[src/rtl/jesd204b_pkg.sv]
// Shared JESD204B lane constants: K-code octets, symbol width, running-disparity encoding
// and the 8b/10b sub-block tables used by the lane encoder.
package jesd204b_pkg;

  localparam int SYM_W = 10;

  localparam logic RD_NEG = 1'b0;
  localparam logic RD_POS = 1'b1;

  localparam logic [7:0] K28_0 = 8'h1C;  // /R/
  localparam logic [7:0] K28_1 = 8'h3C;
  localparam logic [7:0] K28_2 = 8'h5C;
  localparam logic [7:0] K28_3 = 8'h7C;  // /A/
  localparam logic [7:0] K28_4 = 8'h9C;  // /Q/
  localparam logic [7:0] K28_5 = 8'hBC;  // /K/
  localparam logic [7:0] K28_6 = 8'hDC;
  localparam logic [7:0] K28_7 = 8'hFC;  // /F/
  localparam logic [7:0] K23_7 = 8'hF7;
  localparam logic [7:0] K27_7 = 8'hFB;
  localparam logic [7:0] K29_7 = 8'hFD;
  localparam logic [7:0] K30_7 = 8'hFE;

  // 5b/6b data codes in their RD- form, written abcdei with a in the MSB.
  function automatic logic [5:0] enc_5b6b(input logic [4:0] x);
    case (x)
      5'd0:  return 6'b100111;  5'd1:  return 6'b011101;
      5'd2:  return 6'b101101;  5'd3:  return 6'b110001;
      5'd4:  return 6'b110101;  5'd5:  return 6'b101001;
      5'd6:  return 6'b011001;  5'd7:  return 6'b111000;
      5'd8:  return 6'b111001;  5'd9:  return 6'b100101;
      5'd10: return 6'b010101;  5'd11: return 6'b110100;
      5'd12: return 6'b001101;  5'd13: return 6'b101100;
      5'd14: return 6'b011100;  5'd15: return 6'b010111;
      5'd16: return 6'b011011;  5'd17: return 6'b100011;
      5'd18: return 6'b010011;  5'd19: return 6'b110010;
      5'd20: return 6'b001011;  5'd21: return 6'b101010;
      5'd22: return 6'b011010;  5'd23: return 6'b111010;
      5'd24: return 6'b110011;  5'd25: return 6'b100110;
      5'd26: return 6'b010110;  5'd27: return 6'b110110;
      5'd28: return 6'b001110;  5'd29: return 6'b101110;
      5'd30: return 6'b011110;  default: return 6'b101011;
    endcase
  endfunction

  // 3b/4b data codes in their RD- form, fghj with f in the MSB (primary x.7).
  function automatic logic [3:0] enc_3b4b(input logic [2:0] y);
    case (y)
      3'd0: return 4'b1011;  3'd1: return 4'b1001;
      3'd2: return 4'b0101;  3'd3: return 4'b1100;
      3'd4: return 4'b1101;  3'd5: return 4'b1010;
      3'd6: return 4'b0110;  default: return 4'b1110;
    endcase
  endfunction

  function automatic logic k_is_legal(input logic [7:0] octet);
    return (octet[4:0] == 5'd28) || (octet == K23_7) || (octet == K27_7) ||
           (octet == K29_7) || (octet == K30_7);
  endfunction

endpackage

[src/rtl/jesd204b_8b10b_octet.sv]
// Combinational single-octet 8b/10b encoder; unlisted K requests are replaced by K28.5.
module jesd204b_8b10b_octet
  import jesd204b_pkg::*;
(
  input  logic [7:0]       data,
  input  logic             k,
  input  logic             rd_in,
  output logic [SYM_W-1:0] symbol,
  output logic             rd_out,
  output logic             k_err
);

  logic [4:0] x;
  logic [2:0] y;
  logic [5:0] six_neg;
  logic [5:0] six;
  logic [3:0] four_neg;
  logic [3:0] four;
  logic       six_unbal;
  logic       rd6;
  logic       alt7;
  logic       k_neutral;

  always_comb begin
    k_err = k && !k_is_legal(data);
    {y, x} = k_err ? K28_5 : data;

    six_neg = (k && x == 5'd28) ? 6'b001111 : enc_5b6b(x);
    // Every RD- 6b entry carries 3 (neutral) or 4 (+2) ones, so even parity means unbalanced.
    six_unbal = ~^six_neg;
    six = (rd_in == RD_POS && (six_unbal || x == 5'd7)) ? ~six_neg : six_neg;
    rd6 = six_unbal ? ~rd_in : rd_in;

    alt7 = (y == 3'd7) &&
           (k || (rd6 == RD_NEG && (x == 5'd17 || x == 5'd18 || x == 5'd20)) ||
                 (rd6 == RD_POS && (x == 5'd11 || x == 5'd13 || x == 5'd14)));
    four_neg = alt7 ? 4'b0111 : enc_3b4b(y);
    k_neutral = k && (y == 3'd1 || y == 3'd2 || y == 3'd5 || y == 3'd6);

    // Neutral K trailers are inverted w.r.t. the data code to keep the comma property.
    if (k_neutral)
      four = (rd6 == RD_NEG) ? ~four_neg : four_neg;
    else if (rd6 == RD_POS && (y == 3'd0 || y == 3'd3 || y == 3'd4 || y == 3'd7))
      four = ~four_neg;
    else
      four = four_neg;

    rd_out = (y == 3'd0 || y == 3'd4 || y == 3'd7) ? ~rd6 : rd6;

    symbol = {four[0], four[1], four[2], four[3],
              six[0], six[1], six[2], six[3], six[4], six[5]};
  end

endmodule

[src/rtl/jesd204b_8b10b_enc.sv]
// Per-lane 8b/10b encoder, 2-cycle latency: stage 1 encodes every octet for both starting
// disparities, stage 2 resolves the RD chain. Define JESD_ENC_KCHECK_EN to expose err_k.
module jesd204b_8b10b_enc
  import jesd204b_pkg::*;
#(
  parameter int LANE_DATA_WIDTH = 32,
  parameter int OCTET_PER_SENT  = 4
) (
  input  logic                              clk,
  input  logic                              reset,
  input  logic                              in_valid,
  input  logic [LANE_DATA_WIDTH-1:0]        in_data,
  input  logic [OCTET_PER_SENT-1:0]         in_k,
  output logic                              out_valid,
  output logic [SYM_W*OCTET_PER_SENT-1:0]   out_symbols,
  output logic                              out_rd
`ifdef JESD_ENC_KCHECK_EN
  ,
  output logic [OCTET_PER_SENT-1:0]         err_k
`endif
);

  logic [OCTET_PER_SENT-1:0][SYM_W-1:0] sym_neg;
  logic [OCTET_PER_SENT-1:0][SYM_W-1:0] sym_pos;
  logic [OCTET_PER_SENT-1:0]            rdo_neg;
  logic [OCTET_PER_SENT-1:0]            rdo_pos;
  logic [OCTET_PER_SENT-1:0]            kerr_c;
  logic [OCTET_PER_SENT-1:0]            kerr_pos_unused;

  logic                                 s1_valid_reg;
  logic [OCTET_PER_SENT-1:0][SYM_W-1:0] sym_neg_reg;
  logic [OCTET_PER_SENT-1:0][SYM_W-1:0] sym_pos_reg;
  logic [OCTET_PER_SENT-1:0]            rdo_neg_reg;
  logic [OCTET_PER_SENT-1:0]            rdo_pos_reg;

  logic [OCTET_PER_SENT:0]              rd_chain;
  logic [OCTET_PER_SENT-1:0][SYM_W-1:0] sym_sel;

  genvar gi;
  generate
    for (gi = 0; gi < OCTET_PER_SENT; gi++) begin : g_oct
      jesd204b_8b10b_octet u_enc_neg (
        .data   (in_data[8*gi +: 8]),
        .k      (in_k[gi]),
        .rd_in  (RD_NEG),
        .symbol (sym_neg[gi]),
        .rd_out (rdo_neg[gi]),
        .k_err  (kerr_c[gi])
      );
      jesd204b_8b10b_octet u_enc_pos (
        .data   (in_data[8*gi +: 8]),
        .k      (in_k[gi]),
        .rd_in  (RD_POS),
        .symbol (sym_pos[gi]),
        .rd_out (rdo_pos[gi]),
        .k_err  (kerr_pos_unused[gi])
      );
    end
  endgenerate

  always_ff @(posedge clk) begin
    if (reset) begin
      s1_valid_reg <= 1'b0;
    end else begin
      s1_valid_reg <= in_valid;
      if (in_valid) begin
        sym_neg_reg <= sym_neg;
        sym_pos_reg <= sym_pos;
        rdo_neg_reg <= rdo_neg;
        rdo_pos_reg <= rdo_pos;
      end
    end
  end

  // out_rd doubles as the stored running disparity feeding octet 0.
  always_comb begin
    rd_chain    = '0;
    sym_sel     = '0;
    rd_chain[0] = out_rd;
    for (int n = 0; n < OCTET_PER_SENT; n++) begin
      sym_sel[n]    = rd_chain[n] ? sym_pos_reg[n] : sym_neg_reg[n];
      rd_chain[n+1] = rd_chain[n] ? rdo_pos_reg[n] : rdo_neg_reg[n];
    end
  end

  always_ff @(posedge clk) begin
    if (reset) begin
      out_valid   <= 1'b0;
      out_symbols <= '0;
      out_rd      <= RD_NEG;
    end else begin
      out_valid <= s1_valid_reg;
      if (s1_valid_reg) begin
        out_symbols <= sym_sel;
        out_rd      <= rd_chain[OCTET_PER_SENT];
      end
    end
  end

`ifdef JESD_ENC_KCHECK_EN
  logic [OCTET_PER_SENT-1:0] kerr_reg;

  always_ff @(posedge clk) begin
    if (reset) begin
      kerr_reg <= '0;
      err_k    <= '0;
    end else begin
      if (in_valid) kerr_reg <= kerr_c;
      err_k <= s1_valid_reg ? kerr_reg : '0;
    end
  end
`else
  logic kerr_unused;
  assign kerr_unused = |kerr_c;
`endif

endmodule

[config.mk]
export PLATFORM = sky130hd
export DESIGN_NAME = jesd204b_8b10b_enc
export DESIGN_NICKNAME = d
export VERILOG_FILES = /design/src/rtl/jesd204b_pkg.sv /design/src/rtl/jesd204b_8b10b_octet.sv /design/src/rtl/jesd204b_8b10b_enc.sv
export SDC_FILE = /design/constraint.sdc
export NUM_CORES = 1
export LEC_CHECK = 0
export CAP_MARGIN = 20
export CORE_ASPECT_RATIO = 0.5
export CORE_UTILIZATION = 50
export DETAILED_ROUTE_END_ITERATION = 12
export DONT_BUFFER_PORTS = 1
export MAX_ROUTING_LAYER = met4
export PLACE_DENSITY_LB_ADDON = 0.3
export SLEW_MARGIN = 20
export SYNTH_ARGS = -nofsm -noshare
export SYNTH_HDL_FRONTEND = slang
export SYNTH_SLANG_ARGS = --single-unit
[constraint.sdc]
create_clock -name clk -period 7.3 [get_ports clk]
set_input_delay 0.73 -clock clk [delete_from_list [all_inputs] [get_ports clk]]
set_output_delay 0.73 -clock clk [all_outputs]
set_load 0.005 [all_outputs]
# Word-level counts from Yosys, hierarchy flattened

Memory sizes are Yosys's and may differ from the RTL's.
Cells that the tools add are included.

Flip-flop bits (word level): 131
Input port bits: 39
Memory bits (read-only): 1,536
Memories: 8

Bitwise operators: 17
Reductions and logical operators: 145
Muxes and demuxes: 76
Equal/unequal tests: 80

Memory list:

| memory          | words | width | read ports | clocked after Yosys merged registers in | wr ports | RTL line           | text |
|---|---|---|---|---|---|---|---|
| (no name shown) | 32    | 6     | 1          | 0                                       | 0        | jesd204b_pkg.sv:25 | `case (x)` |
| (no name shown) | 32    | 6     | 1          | 0                                       | 0        | jesd204b_pkg.sv:25 |  |
| (no name shown) | 32    | 6     | 1          | 0                                       | 0        | jesd204b_pkg.sv:25 |  |
| (no name shown) | 32    | 6     | 1          | 0                                       | 0        | jesd204b_pkg.sv:25 |  |
| (no name shown) | 32    | 6     | 1          | 0                                       | 0        | jesd204b_pkg.sv:25 |  |
| (no name shown) | 32    | 6     | 1          | 0                                       | 0        | jesd204b_pkg.sv:25 |  |
| 2 more memories | -     | -     | -          | -                                       | -        | -                  |  |

Operators with widths:

| cell                 | count |
|---|---|
| $eq A8 B8 Y1 const B | 16 |
| $mux W4              | 32 |
| $pmux W4 S7          | 4 |
| $eq A5 B5 Y1 const B | 20 |
| $logic_or A1 B1 Y1   | 84 |
| $mux W6              | 12 |
| $eq A5 B4 Y1 const B | 12 |
| $eq A3 B3 Y1 const B | 16 |
| $reduce_xnor A6 Y1   | 8 |
| $logic_and A1 B1 Y1  | 44 |
| $mux W10             | 4 |
| $mux W8              | 4 |
| $not A4 Y4           | 8 |
| $eq A3 B2 Y1 const B | 8 |
| $not A6 Y6           | 4 |
| $eq A5 B3 Y1 const B | 4 |
| $mux W1              | 20 |
| $eq A3 B1 Y1 const B | 4 |
| $logic_not A3 Y1     | 4 |
| $not A1 Y1           | 5 |
| $logic_not A1 Y1     | 4 |
| $reduce_and A2 Y1    | 1 |

# Logic depth before layout (Yosys ltp)

Depth in word-level cells: 22
Gate-level depth with buffers: 19

# Hierarchy

A second synthesis with hierarchy kept.

Cells, all modules: 1,467
Area, all modules: 12,705.9 um2

Modules (own cells, without submodules):

| module                                         | area each (um2) | seq. area each (um2) | instances | cells an instance |
|---|---|---|---|---|
| jesd204b_8b10b_octet at g_oct[0].u_enc_pos ... | 1,018.5         | 0.0                  | 7         | 147 |
| jesd204b_8b10b_enc                             | 4,519.3         | 3,503.4              | 1         | 292 |
| jesd204b_8b10b_octet at g_oct[0].u_enc_neg     | 1,057.3         | 0.0                  | 1         | 146 |

# Least setup slack after synthesis

OpenSTA, ideal clock, no wires.

Path kind: input-to-reg
Start: in reset
End: reg rdo_neg_reg[0], enable pin
Path slack: 1.971 ns
Required time: 6.756 ns
Stages: 2
Path buffers: 1
Arrival time: 4.784 ns
Library setup time: 0.544 ns
Path through: clkbuf_1 > nor2b_1

Longest elaborated chain between the ends: 2

RTL lines:

| what                               | RTL line                 | text |
|---|---|---|
| from (decl)                        | jesd204b_8b10b_enc.sv:10 | `input logic reset,` |
| $not A1 Y1 (no source line)        | -                        |  |
| $reduce_and A2 Y1 (no source line) | -                        |  |
| to (signal assigned)               | jesd204b_8b10b_enc.sv:69 | `rdo_neg_reg <= rdo_neg;` |
| to (decl)                          | jesd204b_8b10b_enc.sv:33 | `logic [OCTET_PER_SENT-1:0] rdo_neg_reg;` |

No other way between the ends.
A chain may end at the register's enable or synchronous reset.

# Worst setup path after layout

Start: in in_data[17]
End: reg sym_pos_reg[20] in the netlist's numbering, data pin

Longest elaborated chain between the ends: 14
Elaborated cells on any way between the ends: 21
Classes of those cells: 7 x eq/ne; 3 x mux; 1 x bitwise; 9 x reduce/logical; 1 x memory

RTL lines:

| what                                                                   | RTL line                   | text |
|---|---|---|
| from (decl)                                                            | jesd204b_8b10b_enc.sv:12   | `input logic [LANE_DATA_WIDTH-1:0] in_data,` |
| $eq A8 B8 Y1 or $eq A5 B5 Y1 (tied branches)                           | jesd204b_pkg.sv:56         | `return (octet[4:0] == 5'd28) \|\| (octet == K23_7) \|\| (octet == K27_7) \|\|` |
| $logic_or A1 B1 Y1 (3 in series)                                       | jesd204b_pkg.sv:56         |  |
| $logic_or A1 B1 Y1                                                     | jesd204b_pkg.sv:57         | `(octet == K29_7) \|\| (octet == K30_7);` |
| $logic_not A1 Y1                                                       | jesd204b_8b10b_octet.sv:25 | `k_err = k && !k_is_legal(data);` |
| $logic_and A1 B1 Y1                                                    | jesd204b_8b10b_octet.sv:25 |  |
| $mux W8 *                                                              | jesd204b_8b10b_octet.sv:26 | `{y, x} = k_err ? K28_5 : data;` |
| parallel branches: the longest is 5 deep, another holds $mem_v2 Z32 W6 | -                          |  |
| $mux W6 *                                                              | jesd204b_8b10b_octet.sv:31 | `six = (rd_in == RD_POS && (six_unbal \|\| x == 5'd7)) ? ~six_neg : six_neg;` |
| net g_oct[2].u_enc_pos.six[5]                                          | jesd204b_8b10b_octet.sv:16 | `logic [5:0] six;` |
| to (signal assigned)                                                   | jesd204b_8b10b_enc.sv:68   | `sym_pos_reg <= sym_pos;` |
| to (decl)                                                              | jesd204b_8b10b_enc.sv:32   | `logic [OCTET_PER_SENT-1:0][SYM_W-1:0] sym_pos_reg;` |

Mark *: on every way through the listed nets, which the timed path passes.

==> metrics.txt <==
relative slew slack 31.1%; Final Critical Period 4670 ps; share of cells above drive strength 1 8.41%; Fillers 1545; met2 Use GR 31.9%; IO buf count 0; Synth Register Bits 131; core box area 0.0174 sq mm; xor and xnor fraction of the mapped netlist area 5.95%; GR Util met1 31.0%; WL/cell 16.8 microns; Initial Utilization 51.3%; num ports 81; Max FO, Critical Path 19; H-tree levels 4; Total GRT Usage 21.7%; main combinational cell family by area after synthesis compound AO/OA/AOI/OAI gates; Max Slew Vio Count 0; Yosys top cell area share 29.6%; sequential fraction of the synthesis area 39.3%; Initial DRC Count 437; Critical Path RT 7470 ps; clk_lat worst skew 420 ps; vias in the first global route 6053; hold_buf cts 0; Pwr per Cell Area 263 mW/mm^2; die area 0.0184 sq mm; Adder-Cell Fraction of Synth Area 3.93%; register clock-pin slew on the reported worst setup and hold paths 60 ps; buffer depth of the longest clock path 2; final antenna-violating net count 0; via/cell ratio 5.94; Synth top cells by count nor2_1 (110), edfxtp_1 (88), mux2i_1 (75), nand2_1 (65), o21ai_0 (55); Top Usage Layer GRT met2; initial antenna violation count 0; Fin Clk Skew 14.8 ps; most frequent CP cell nand2_1; gr ovfl total 0; Reg area 0.00350 sq mm; area of the multi-input gates 0.00493 sq mm; ranking of synthesized cells by area edfxtp_1 (30%), dfxtp_1 (9.6%), mux2i_1 (8.4%), nor2_1 (4.6%), ha_1 (3.9%); Synth cell types 85; DP HPWL 13600 microns; fraction of registers with async set/reset 0%; synth-to-layout area growth 6.91%; placed cell count 1130; mux cell area share after synthesis 9.72%; Setup violations, final 0; Max Clk Rate 214 MHz; Die Height 96.5 microns; RSZ-0062 raised after global routing no; most common cell in the synthesized netlist nor2_1; DR vias 6902; # clock sinks 131; Syn Inst Count 960; Antenna diodes 0; critical path cell sequence nand2_1 > mux2_2 > o21ai_0 > nand2_1 > inv_1 > ha_1 > nor2b_1 > o21ai_0 > a221oi_1 > o221a_2 > xnor2_1 > xnor3_1 > xnor2_1 > buf_4 > nand2_1 > xor2_1; complex-gate fraction of the synthesized area 20.7%; final worst-path cycle share 63.9%; # rows 34; Setup crit end kind flip-flop; cell count of the worst reg-to-reg path 8; DRT Wirelength 19500 microns; CTS root buffer clkbuf_16; met3 Use GR 3.50%; total setup buffers inserted after CTS 0; max incr delay on CP 550 ps; Slowest-stage cell, CP o21ai_0; Avg Cell Area, Syn 9.29 sq um; max cap viols 0; Syn. warnings 0; status finished, final reports clean; hold crit path type in -> reg; Design Area, Final 0.00954 sq mm; Leakage 3.61 nW; routability cong. 0.919; Worst Max-Slew Pin Slew 1010 ps; Post-Syn Area 0.00892 sq mm; Non-Filler Instances 1162; Final #Nets 982; Placed Area 0.00896 sq mm; maximum VDD drop 0.189 mV; Die Wd 191 microns; top_reg_cell synth edfxtp_1; nature of the critical path startpoint primary input; setup TNS 0 ps; critical path class in -> reg; hold path cells 1; first-pass GRT wire length 31000 microns; remaining routing DRC violations 0; dominant cell type by area after synthesis edfxtp_1; Synth Area in Simple Gates 14.9%; post-synthesis net count 1027; largest net degree at the start of global routing 89; final hold viol count 0; drt pass-1 iters 5; TritonCTS Buffers 17; Arr. time, crit path 4830 ps; CTS tree yes; post-CTS sizing 0; number of synthesized flops with an enable pin 88
[worst max-delay path: cells and delay by family]
kind / cells / cell delay [ps]
adders and majority gates: 1 / 320
xor gates and xnor gates: 4 / 970
AOI/OAI and AO/OA: 4 / 1190
and+or+nand+nor: 4 / 770
muxes: 1 / 400
buffers and inverters: 2 / 440
[cells by family after synthesis]
family / count (synthesis)
AOI/OAI and AO/OA: 266
muxes: 84
xor gates and xnor gates: 53
adders and majority gates: 28
and+or+nand+nor: 280
buffers and inverters: 118
DFF: 131
[layout make-up]
cell class | count | share of cell area, %
flip-flops and latches | 131 | 36.7
repair buffers | 7 | 0.590
inverters | 47 | 1.85
multi-input cells | 711 | 51.7
clock buffers | 18 | 4.60
well taps | 234 | 3.07
clock inverters | 14 | 1.43
[placed cells by master, fill, tap and decap left out, drive strengths merged, types with 9 or more instances in the layout]
cell      n
and3     12
mux2i    75
nand3    14
dfxtp    43
nor3     14
xor2     24
a31oi    12
clkbuf   18
xnor2    27
o21ai    62
nand2b    9
inv      53
ha       28
a21oi    52
nand2    65
nor2    110
a211oi   49
edfxtp   88
nor2b    20
[metal layers]
| layer | part of all wire [%] | routed length (microns) |
|---|---|---|
| met5 | 0 | 0 |
| met4 | 0.94 | 184 |
| met3 | 4.7 | 920 |
| met2 | 44 | 8640 |
| met1 | 50 | 9760 |
[through the flow]
step | worst slack [ps] | utilization, % | total power [mW] | hold WS (ps)
after floorplan | 1970 | - | 1.62 | 478
after global routing | 2170 | 54.8 | 2.64 | 365
after detailed placement | 2180 | 51.5 | 1.71 | 493
final | 2630 | 54.8 | 2.51 | 377
after global placement | 2360 | 51.5 | 1.69 | 489
after CTS | 2630 | 54.8 | 2.53 | 359
[final timing paths]
check        slack (ps)             from              end
max                2630      in_data[17]  sym_pos_reg[20]
min                 380            reset     s1_valid_reg
max reg2reg        4460           out_rd  out_symbols[32]
min reg2reg         500  out_symbols[14]  out_symbols[14]
[where the power goes]
part / switching [mW] / total [mW] / internal [mW]
Combinational: 0.390 / 0.707 / 0.317
Clock: 0.352 / 0.812 / 0.459
Sequential: 0.0384 / 0.988 / 0.949
Note: power is estimated with default switching activity, not from simulation.
